File: config.mk
export PLATFORM = sky130hd
export DESIGN_NAME = mips_run_ctrl
export DESIGN_NICKNAME = d
export VERILOG_FILES = /design/src/rtl/mips_run_ctrl.sv
export SDC_FILE = /design/constraint.sdc
export NUM_CORES = 1
export LEC_CHECK = 0
export BUFFER_PORTS_ARGS = -buffer_cell sky130_fd_sc_hd__buf_2
export CAP_MARGIN = 20
export CORE_ASPECT_RATIO = 1.25
export CORE_MARGIN = 2
export CORE_UTILIZATION = 56
export CTS_CLUSTER_DIAMETER = 150
export DETAILED_ROUTE_END_ITERATION = 8
export GPL_TIMING_DRIVEN = 1
export PLACE_DENSITY = 0.8
export REMOVE_ABC_BUFFERS = 1
export SLEW_MARGIN = 5
export SYNTH_ARGS = -nofsm -noshare
export SYNTH_HDL_FRONTEND = slang
export SYNTH_SLANG_ARGS = --single-unit
File: constraint.sdc
create_clock -name clk -period 2.9 [get_ports clk]
set_clock_uncertainty 0.2 [all_clocks]
set_input_delay 0.29 -clock clk [delete_from_list [all_inputs] [get_ports clk]]
set_output_delay 0.29 -clock clk [all_outputs]
set_load 0.02 [all_outputs]
File: src/rtl/mips_run_ctrl.sv
// mips_run_ctrl: sequences core reset, runs the core and ends the run on halt, stop or cycle budget
module mips_run_ctrl #(
  parameter int PC_W         = 32,
  parameter int CNT_W        = 16,
  parameter int RESET_CYCLES = 2,
  parameter int MAX_CYCLES   = 100,
  parameter int STALL_LIMIT  = 4
) (
  input  logic             clk,
  input  logic             reset,
  input  logic             start,
  input  logic             stop_req,
  input  logic [PC_W-1:0]  pc,
  output logic             core_reset,
  output logic             running,
  output logic             done,
  output logic             timeout,
  output logic [PC_W-1:0]  halt_pc,
  output logic [CNT_W-1:0] cycle_count
);
  localparam int RC_W = $clog2(RESET_CYCLES + 1);
  localparam int SC_W = $clog2(STALL_LIMIT + 1);
  typedef enum logic [1:0] {IDLE, RST, RUN, DONE} state_t;
  state_t           state_q, state_d;
  logic             core_reset_q, core_reset_d, running_q, running_d, done_q, done_d;
  logic             timeout_q, timeout_d;
  logic [PC_W-1:0]  halt_pc_q, halt_pc_d, prev_pc_q, prev_pc_d;
  logic [CNT_W-1:0] cycle_count_q, cycle_count_d;
  logic [RC_W-1:0]  rst_cnt_q, rst_cnt_d;
  logic [SC_W-1:0]  same_cnt_q, same_cnt_d;
  logic             first, eq, stall, tmo;
  // next state, counters and registered outputs; cycle_count==0 in RUN marks the first RUN cycle
  always_comb begin
    state_d       = state_q;
    timeout_d     = timeout_q;
    halt_pc_d     = halt_pc_q;
    prev_pc_d     = prev_pc_q;
    cycle_count_d = cycle_count_q;
    rst_cnt_d     = rst_cnt_q;
    same_cnt_d    = same_cnt_q;
    first         = cycle_count_q == '0;
    eq            = pc == prev_pc_q;
    stall         = !first && eq && (same_cnt_q + SC_W'(1) == SC_W'(STALL_LIMIT));
    tmo           = cycle_count_q + CNT_W'(1) == CNT_W'(MAX_CYCLES);
    case (state_q)
      IDLE, DONE: if (start) begin
        state_d       = RST;
        cycle_count_d = '0;
        timeout_d     = 1'b0;
        halt_pc_d     = '0;
        rst_cnt_d     = '0;
      end
      RST: begin
        rst_cnt_d = rst_cnt_q + RC_W'(1);
        state_d   = (rst_cnt_q == RC_W'(RESET_CYCLES - 1)) ? RUN : RST;
      end
      RUN: begin
        cycle_count_d = cycle_count_q + CNT_W'(1);
        prev_pc_d     = pc;
        same_cnt_d    = (!first && eq) ? same_cnt_q + SC_W'(1) : '0;
        if (stop_req || stall || tmo) begin
          state_d   = DONE;
          timeout_d = !stop_req && !stall;
          halt_pc_d = pc;
        end
      end
      default: state_d = IDLE;
    endcase
    core_reset_d = state_d != RUN;
    running_d    = state_d == RUN;
    done_d       = state_d == DONE;
  end
  // state and output registers with synchronous reset
  always_ff @(posedge clk) begin
    if (reset) begin
      state_q       <= IDLE;
      core_reset_q  <= 1'b1;
      running_q     <= 1'b0;
      done_q        <= 1'b0;
      timeout_q     <= 1'b0;
      halt_pc_q     <= '0;
      prev_pc_q     <= '0;
      cycle_count_q <= '0;
      rst_cnt_q     <= '0;
      same_cnt_q    <= '0;
    end else begin
      state_q       <= state_d;
      core_reset_q  <= core_reset_d;
      running_q     <= running_d;
      done_q        <= done_d;
      timeout_q     <= timeout_d;
      halt_pc_q     <= halt_pc_d;
      prev_pc_q     <= prev_pc_d;
      cycle_count_q <= cycle_count_d;
      rst_cnt_q     <= rst_cnt_d;
      same_cnt_q    <= same_cnt_d;
    end
  end
  assign core_reset  = core_reset_q;
  assign running     = running_q;
  assign done        = done_q;
  assign timeout     = timeout_q;
  assign halt_pc     = halt_pc_q;
  assign cycle_count = cycle_count_q;
endmodule

; After elaboration in Yosys (flattened, before gate mapping)
; Index checks and enable logic that the tools add are counted.
[totals]
regBits = 91
in_bits = 36
output_inout_bits = 52
wordCells = 56
[op_classes]
add_sub_neg = 3
n_eq_ne = 12
n_mux = 15
reduce_logical = 16
[op_table]
columns = op, n
row1 = $mux 32, 2
row2 = $pmux 32 s2, 1
row3 = $eq 32x32->1, 1
row4 = $pmux 16 s2, 1
row5 = $add 16x1->16 const B, 1
row6 = $eq 16x7->1 const B, 1
row7 = $logic_not 16->1, 1
row8 = $mux 16, 1
row9 = $eq 2x2->1 const B, 4
row10 = $mux 2, 4
row11 = $ne 2x2->1 const B, 3
row12 = $pmux 2 s3, 1
row13 = $eq 2x1->1 const B, 2
row14 = $pmux 2 s2, 1
row15 = $reduce_and 2->1, 2
row16 = $reduce_bool 2->1, 2
row17 = $add 3x1->3 const B, 1
row18 = $eq 3x3->1 const B, 1
row19 = $logic_and 1x1->1, 3
row20 = $logic_not 1->1, 3
row21 = $mux 3, 1
row22 = $reduce_and 3->1, 1
row23 = $add 2x1->2 const B, 1
row24 = $logic_not 2->1, 1
row25 = other kinds (4), 6

; Depth between registers and ports, before layout
; Gate-level depths: netlist of the first run.
[depth]
depth_word = 9
depth_mapped = 11
mapped_depth_nobuf = 9

; Worst setup path after synthesis of the first run
; Ideal clock, no wire load.
[synth_timing]
kind = register to register
start = register cycle_count_q[1] (netlist: cycle_count[1])
end = register halt_pc_q[1] (netlist: halt_pc[1])
setup_time_ns = 0.119
t_arrival_ns = 2.385
t_required_ns = 2.581
path_slack_ns = 0.197
path_stages_with_launch = 11
path_buffers = 2
period_less_slack_ns = 2.703
path_cell_list = dfxtp_1 -> ha_1 -> nand4_4 -> nor3_4 -> nand3_2 -> a221oi_2 -> nand3_2 -> a31o_1 -> buf_6 -> buf_12 -> mux2i_1
[synth_between]
elab_chain_len = 8
word_cells_on_any_way = 10
cone_classes = add/sub (1) / eq/ne (2) / reduce/logical (7)
[synth_rtl]
columns = element, line
row1 = start: declaration, 28  ; logic [CNT_W-1:0] cycle_count_q, cycle_count_d;
row2 = start signal: assignment, 94  ; cycle_count_q <= cycle_count_d;
row3 = "parallel branches: the longest is 5 deep, another holds $add 16x1->16", n/a
row4 = $logic_or 1x1->1 *, 61  ; if (stop_req || stall || tmo) begin
row5 = $ne 2x2->1 (no line) *, n/a
row6 = $reduce_and 3->1 (no line) *, n/a
row7 = end signal: assignment, 92  ; halt_pc_q <= halt_pc_d;
row8 = end: declaration, 27  ; logic [PC_W-1:0] halt_pc_q, halt_pc_d, prev_pc_q, prev_pc_d;
; Every way passes the cells marked *.
; A chain may end at the register's enable or synchronous reset.

; Worst setup path in the final report of the first run
[layout_timing]
start = register cycle_count_q[0] (netlist: cycle_count[0])
end = register halt_pc_q[2] (netlist: halt_pc[2])
; The elaborated chain is that of the path after synthesis.

==> results of run 1 <==
cell families after synthesis:
family,after synthesis
compound gates,61
mux,66
simple gates,195
xor+xnor,36
fa+ha+maj,8
flops,91
buf+inv,49
worst paths after layout:
check                       end  slack (ps)  cells past startpoint
setup / recovery     halt_pc[2]         170                      9
hold reg to reg      halt_pc[8]         280                      2
setup reg to reg     halt_pc[2]         170                      9
hold / removal    prev_pc_q[25]          10                      3
cell usage in the layout (no fill, tap or decap), types with 12 or more instances in the layout:
master / n
a21oi_1: 19
nor4_1: 12
xor2_1: 26
dfxtp_1: 89
mux2i_1: 65
o21ai_0: 14
buf_2: 87
nand3b_1: 32
nor2_1: 56
nand2_1: 17
nand2b_1: 34
metal layers:
layer  GRT usage, %  vias up  wire length (um)
met5              0        -                 0
met4           6.69        0               118
met3           5.43       15               712
met2           37.9      125              5060
met1           27.5     1844              4210
li1               -     1907                 -
area by class of cell:
type                    count  area (um2)
fillers                   691        2840
clock buffers               9         124
flip-flops and latches     91        1820
multi-input cells         366        2630
repair buffers             99         551
clock inverters             6        73.8
inverters                  10        37.5
well taps                  97         121
state kept, by name, indices dropped and copies added (netlist names):
| name | cells |
|---|---|
| halt_pc | 32 |
| state_q | 2 |
| cycle_count | 16 |
| rst_cnt_q | 2 |
| core_reset | 1 |
| same_cnt_q | 3 |
| running | 1 |
| timeout | 1 |
| done | 1 |
| prev_pc_q | 32 |
power groups by stage:
| stage | logic (uW) | registers [uW] | clock network (uW) |
|---|---|---|---|
| after floorplan | 1000 | 1570 | 0 |
| after global placement | 1390 | 1510 | 0 |
| after detailed placement | 1430 | 1520 | 0 |
| after CTS | 1450 | 1490 | 890 |
| after global routing | 1580 | 1510 | 938 |
| final | 1440 | 1490 | 874 |
tightest hold or removal path, cell delays in order:
cell and delay, ps:
buf_2 110, mux2i_1 70, nor2_1 70
stage by stage:
stage               instance area, um2  hold slack (ps)  power (uW)  setup WS (ps)
floorplan                         4460              159        2570          -1190
global placement                  5150              254        2910            227
detailed placement                5150              268        2950            129
CTS                               5350             3.46        3830            110
global route                      5360             11.3        4030           1.48
finish                            5360             12.7        3800            174
==> impl_metrics.env, run 1 <==
export IMPL_synth_distinct_cells=53
export IMPL_synth_area_mux_share_pct=14.1
export IMPL_synth_fa_ha_area_share_pct=2.14
export IMPL_post_route_util_pct=65.4
export IMPL_cts_max_path_buffers=2
export IMPL_synth_simple_area_share_pct=24.1
export IMPL_post_route_period_util_pct=94.0
export IMPL_antenna_found_initial=0
export IMPL_syn_area_um2=4690
export IMPL_cts_tree="done"
export IMPL_dpl_hpwl_mm=7.11
export IMPL_cp_end_kind="flip-flop"
export IMPL_die_y_um=106
export IMPL_rows=37
export IMPL_wl_mm=10.1
export IMPL_seq_power_share_pct=39.3
export IMPL_die_x_um=85.8
export IMPL_initial_core_util_pct=57.2
export IMPL_grt_start_max_net_pins=56
export IMPL_hold_viol_final=0
export IMPL_seq_area_frac_synth_pct=38.9
export IMPL_route_detailed_drc=6
export IMPL_synth_xor_area_share_pct=6.73
export IMPL_drt_iter0_markers=261
export IMPL_powerDensity_nw_per_um2=710
export IMPL_r2r_start="cycle_count[0]"
export IMPL_rsz0062_at_grt="no"
export IMPL_clock_latency_ps=350
export IMPL_cts_max_level=3
export IMPL_async_flop_share_pct=0
export IMPL_path_buf_inv=1
export IMPL_crit_type="reg -> reg"
export IMPL_hp_start="pc[25]"
export IMPL_arrival_ps=2770
export IMPL_viasPerCell=5.74
export IMPL_cts_made_buffers=9
export IMPL_tightest_slew_ps=576
export IMPL_switching_share_pct=36.6
export IMPL_path_cells="ha_2, nand4_4, nor3_4, nand3_2, a221oi_2, nand3_2, a31o_2, buf_12, mux2i_1"
export IMPL_clk_pin_slew_ps=100
export IMPL_crit_top_cell="nand3_2"
export IMPL_leakagePower_uw=0.00223
export IMPL_netlist_top_cells_count="dfxtp_1 (91), mux2i_1 (65), nor2_1 (56)"
export IMPL_io_pins=88
export IMPL_antenna_cells=0
export IMPL_wire_per_inst_um=14.9
export IMPL_firstDrtPassIters=8
export IMPL_grt_pass1_wl_mm=16.5
export IMPL_final_setup_viol_count=0
export IMPL_ant_nets=0
export IMPL_dr_total_vias=3891
export IMPL_finalWeightedCongestion=0.948
export IMPL_violations="design-rule violations"
export IMPL_layout_min_cycle_time_ps=2730
export IMPL_grt_overflow_total=0
export IMPL_synth_top_family_by_area="simple AND/OR/NAND/NOR gates"
export IMPL_cellInternalPower_uw=2410
export IMPL_finalNonFillerCells=678
export IMPL_drv_slew=0
export IMPL_final_nets=621
export IMPL_synth_edf_count=0
export IMPL_drv_cap=0
export IMPL_power_switching_uw=1390
export IMPL_vdd_ir_drop_max_mv=0.550
export IMPL_port_buffers=87
export IMPL_outcome="finished, violations left"
export IMPL_setup_tns_ps=0
export IMPL_cts_root_buffer_cell="clkbuf_8"
export IMPL_syn_inst=506
export IMPL_timing_fmax_mhz=367
export IMPL_synth_seq_cells=91
export IMPL_place_inst=663
export IMPL_cp_startpoint="cycle_count[0]"
export IMPL_crit_family="simple AND/OR/NAND/NOR gates"
export IMPL_path_max_fanout=32
export IMPL_syn_avg_cell_area_um2=9.27
export IMPL_pwr_share_comb_pct=37.7
export IMPL_maxSlewHeadroom_pct=61.5
export IMPL_start_kind="flip-flop"
export IMPL_cp_data_required_time_ps=2940
export IMPL_dieArea_um2=9120
export IMPL_fp_coreArea_um2=8190
export IMPL_slowest_delay_ps=470
export IMPL_post_cts_buffers=0
export IMPL_synth_area_leader_cell="dfxtp_1"
export IMPL_grt_total_usage_pct=22.2
export IMPL_synth_most_common_cell="dfxtp_1"
export IMPL_drive_above_1_share_pct=23.1
export IMPL_grt_pass1_vias=3622
export IMPL_power_share_clock_pct=23.0
export IMPL_hold_path_class="in -> reg"
export IMPL_synth_area_leaders="dfxtp_1 (39%), mux2i_1 (14%), nand3b_1 (5.1%), xor2_1 (4.9%), nand2b_1 (4.5%)"
export IMPL_cts_hold_buffers=0
export IMPL_syn_to_final_growth_pct=14.3
export IMPL_critical_path_slowest_cell="dfxtp_1"
export IMPL_synth_ff_type="dfxtp_1"
export IMPL_synth_top_cell_area_share_pct=38.9
export IMPL_post_cts_resize_count=0
export IMPL_yosys_warnings=0
export IMPL_synth_compound_area_share_pct=8.49
export IMPL_cts_sinks=91
(Power assumes the default switching activity.)
==> run 2, diff against run 1 <==
BUFFER_PORTS_ARGS = -buffer_cell sky130_fd_sc_hd__buf_4   (was -buffer_cell sky130_fd_sc_hd__buf_2)
==> impl_metrics.env, run 2 (synthesis results as in run 1) <==
export IMPL_outcome="finished, violations left"
export IMPL_violations="design-rule violations"
export IMPL_die_x_um=85.8
export IMPL_final_area_um2=5850
export IMPL_maxSlewHeadroom_pct=40.0
export IMPL_leakagePower_uw=0.00237
export IMPL_drv_cap=0
export IMPL_hold_viol_final=0
export IMPL_die_y_um=106
export IMPL_route_detailed_drc=6
export IMPL_reg2reg_depth=8
export IMPL_cp_endpoint="halt_pc[24]"
export IMPL_finalWeightedCongestion=0.935
export IMPL_power_switching_uw=1390
export IMPL_grt_pass1_wl_mm=18.1
export IMPL_cts_root_buffer_cell="clkbuf_8"
export IMPL_grt_total_usage_pct=24.7
export IMPL_initial_core_util_pct=57.2
export IMPL_whs_ps=18.8
export IMPL_fp_coreArea_um2=8190
export IMPL_r2r_slack_ps=160
export IMPL_path_max_fanout=32
export IMPL_rows=37
export IMPL_powerDensity_nw_per_um2=681
export IMPL_cts_tree="done"
export IMPL_viasPerCell=5.71
export IMPL_cp_end_kind="flip-flop"
export IMPL_clk_pin_slew_ps=90
export IMPL_post_route_util_pct=71.4
export IMPL_r2r_start="cycle_count[3]"
export IMPL_tightest_slew_ps=900
export IMPL_rsz0062_at_grt="no"
export IMPL_wl_mm=10.8
export IMPL_cp_data_required_time_ps=2950
export IMPL_grt_overflow_total=0
export IMPL_crit_type="reg -> reg"
export IMPL_switching_share_pct=34.8
export IMPL_firstDrtPassIters=6
export IMPL_final_setup_viol_count=0
export IMPL_drt_iter0_markers=228
export IMPL_wire_per_inst_um=15.3
export IMPL_antenna_cells=0
export IMPL_dr_total_vias=4014
export IMPL_dieArea_um2=9120
export IMPL_r2r_end="halt_pc[24]"
export IMPL_syn_to_final_growth_pct=24.8
export IMPL_cts_max_path_buffers=2
export IMPL_pwr_share_comb_pct=37.9
export IMPL_finalNonFillerCells=703
export IMPL_grt_pass1_vias=3979
export IMPL_ant_nets=0
export IMPL_mostFrequentLayoutCells="buf_4 (96), dfxtp_1 (89), mux2i_1 (65)"
export IMPL_cts_sinks=91
export IMPL_start_kind="flip-flop"
export IMPL_hold_path_class="in -> reg"
export IMPL_io_pins=88
export IMPL_arrival_ps=2790
export IMPL_seq_power_share_pct=37.6
export IMPL_final_common_cell="buf_4"
export IMPL_cts_made_buffers=9
export IMPL_port_buffers=87
export IMPL_power_share_clock_pct=24.5
export IMPL_vdd_ir_drop_max_mv=0.526
export IMPL_layout_min_cycle_time_ps=2740
export IMPL_place_area_um2=5340
export IMPL_antenna_found_initial=0
export IMPL_final_nets=646
export IMPL_timing_fmax_mhz=365
export IMPL_drive_above_1_share_pct=21.9
export IMPL_place_inst=661
export IMPL_post_route_period_util_pct=94.4
export IMPL_dpl_hpwl_mm=7.07
export IMPL_drv_slew=0
export IMPL_cts_max_level=3
export IMPL_grt_start_max_net_pins=115
export IMPL_clock_latency_ps=360
export IMPL_cp_startpoint="cycle_count[3]"
export IMPL_cellInternalPower_uw=2600
-- run 2: cell count changes in the layout (fill, tap and decap cells not counted), sizes merged --
cell,before,now
buf,99,97
clkbuf,9,11
clkinv,1,2
bufinv,1,2
inv,12,10
clkinvlp,2,0
dlygate4sd3,0,27
-- run 2: final cells by class --
| class | instances | area (um2) |
|---|---|---|
| multi-input cells | 366 | 2630 |
| clock buffers | 11 | 151 |
| fillers | 629 | 2340 |
| repair buffers | 124 | 1010 |
| well taps | 97 | 121 |
| clock inverters | 4 | 73.8 |
| inverters | 10 | 37.5 |
| flip-flops and latches | 91 | 1820 |
-- run 2: how the worst min path moves through the flow --
stage,start,endpoint,depth (start not counted)
5_1_grt,pc[26],prev_pc_q[26],3
6_report,pc[19],prev_pc_q[19],3
3_3_place_gp,same_cnt_q[1],same_cnt_q[1],2
4_1_cts,pc[19],prev_pc_q[19],3
3_5_place_dp,halt_pc[18],halt_pc[18],2
2_1_floorplan,reset,cycle_count[12],1
-- run 2: repair_timing --
item,CTS,global route
hold endpoints to repair,27,0
hold buffers,27,0
endpoints found under the setup margin,0,32
setup buffers,0,0
resized for setup,0,5
-- run 2: power by group through the flow --
stage | logic, uW | registers [uW] | clock network, uW
floorplan | 1000 | 1570 | 0
global placement | 1440 | 1510 | 0
detailed placement | 1480 | 1520 | 0
CTS | 1520 | 1500 | 991
global route | 1650 | 1520 | 1030
finish | 1510 | 1500 | 975
-- run 2: metal layers --
layer	share of wire [%]	wire length [um]	global-route usage, %
met1	41	4380	28.4
met3	5.1	549	5.12
met4	3.2	341	12.2
met5	0	0	0
met2	51	5500	42.9
-- run 2: worst max-delay path, stage by stage, from the launching register on --
cell     delay, ps
dfxtp_1        580
nand3_2        280
nor4_2         430
nand3_1        160
o21ai_2        230
nand3_2        110
a31o_2         280
buf_12         190
mux2i_1        150
-- run 2: stage by stage --
step | total power (uW) | setup TNS, ps | worst slack [ps]
floorplan | 2570 | -54180 | -1190
global placement | 2950 | 0 | 199
detailed placement | 3000 | 0 | 120
CTS | 4010 | 0 | 7.05
global route | 4200 | 0 | 26.3
finish | 3990 | 0 | 163
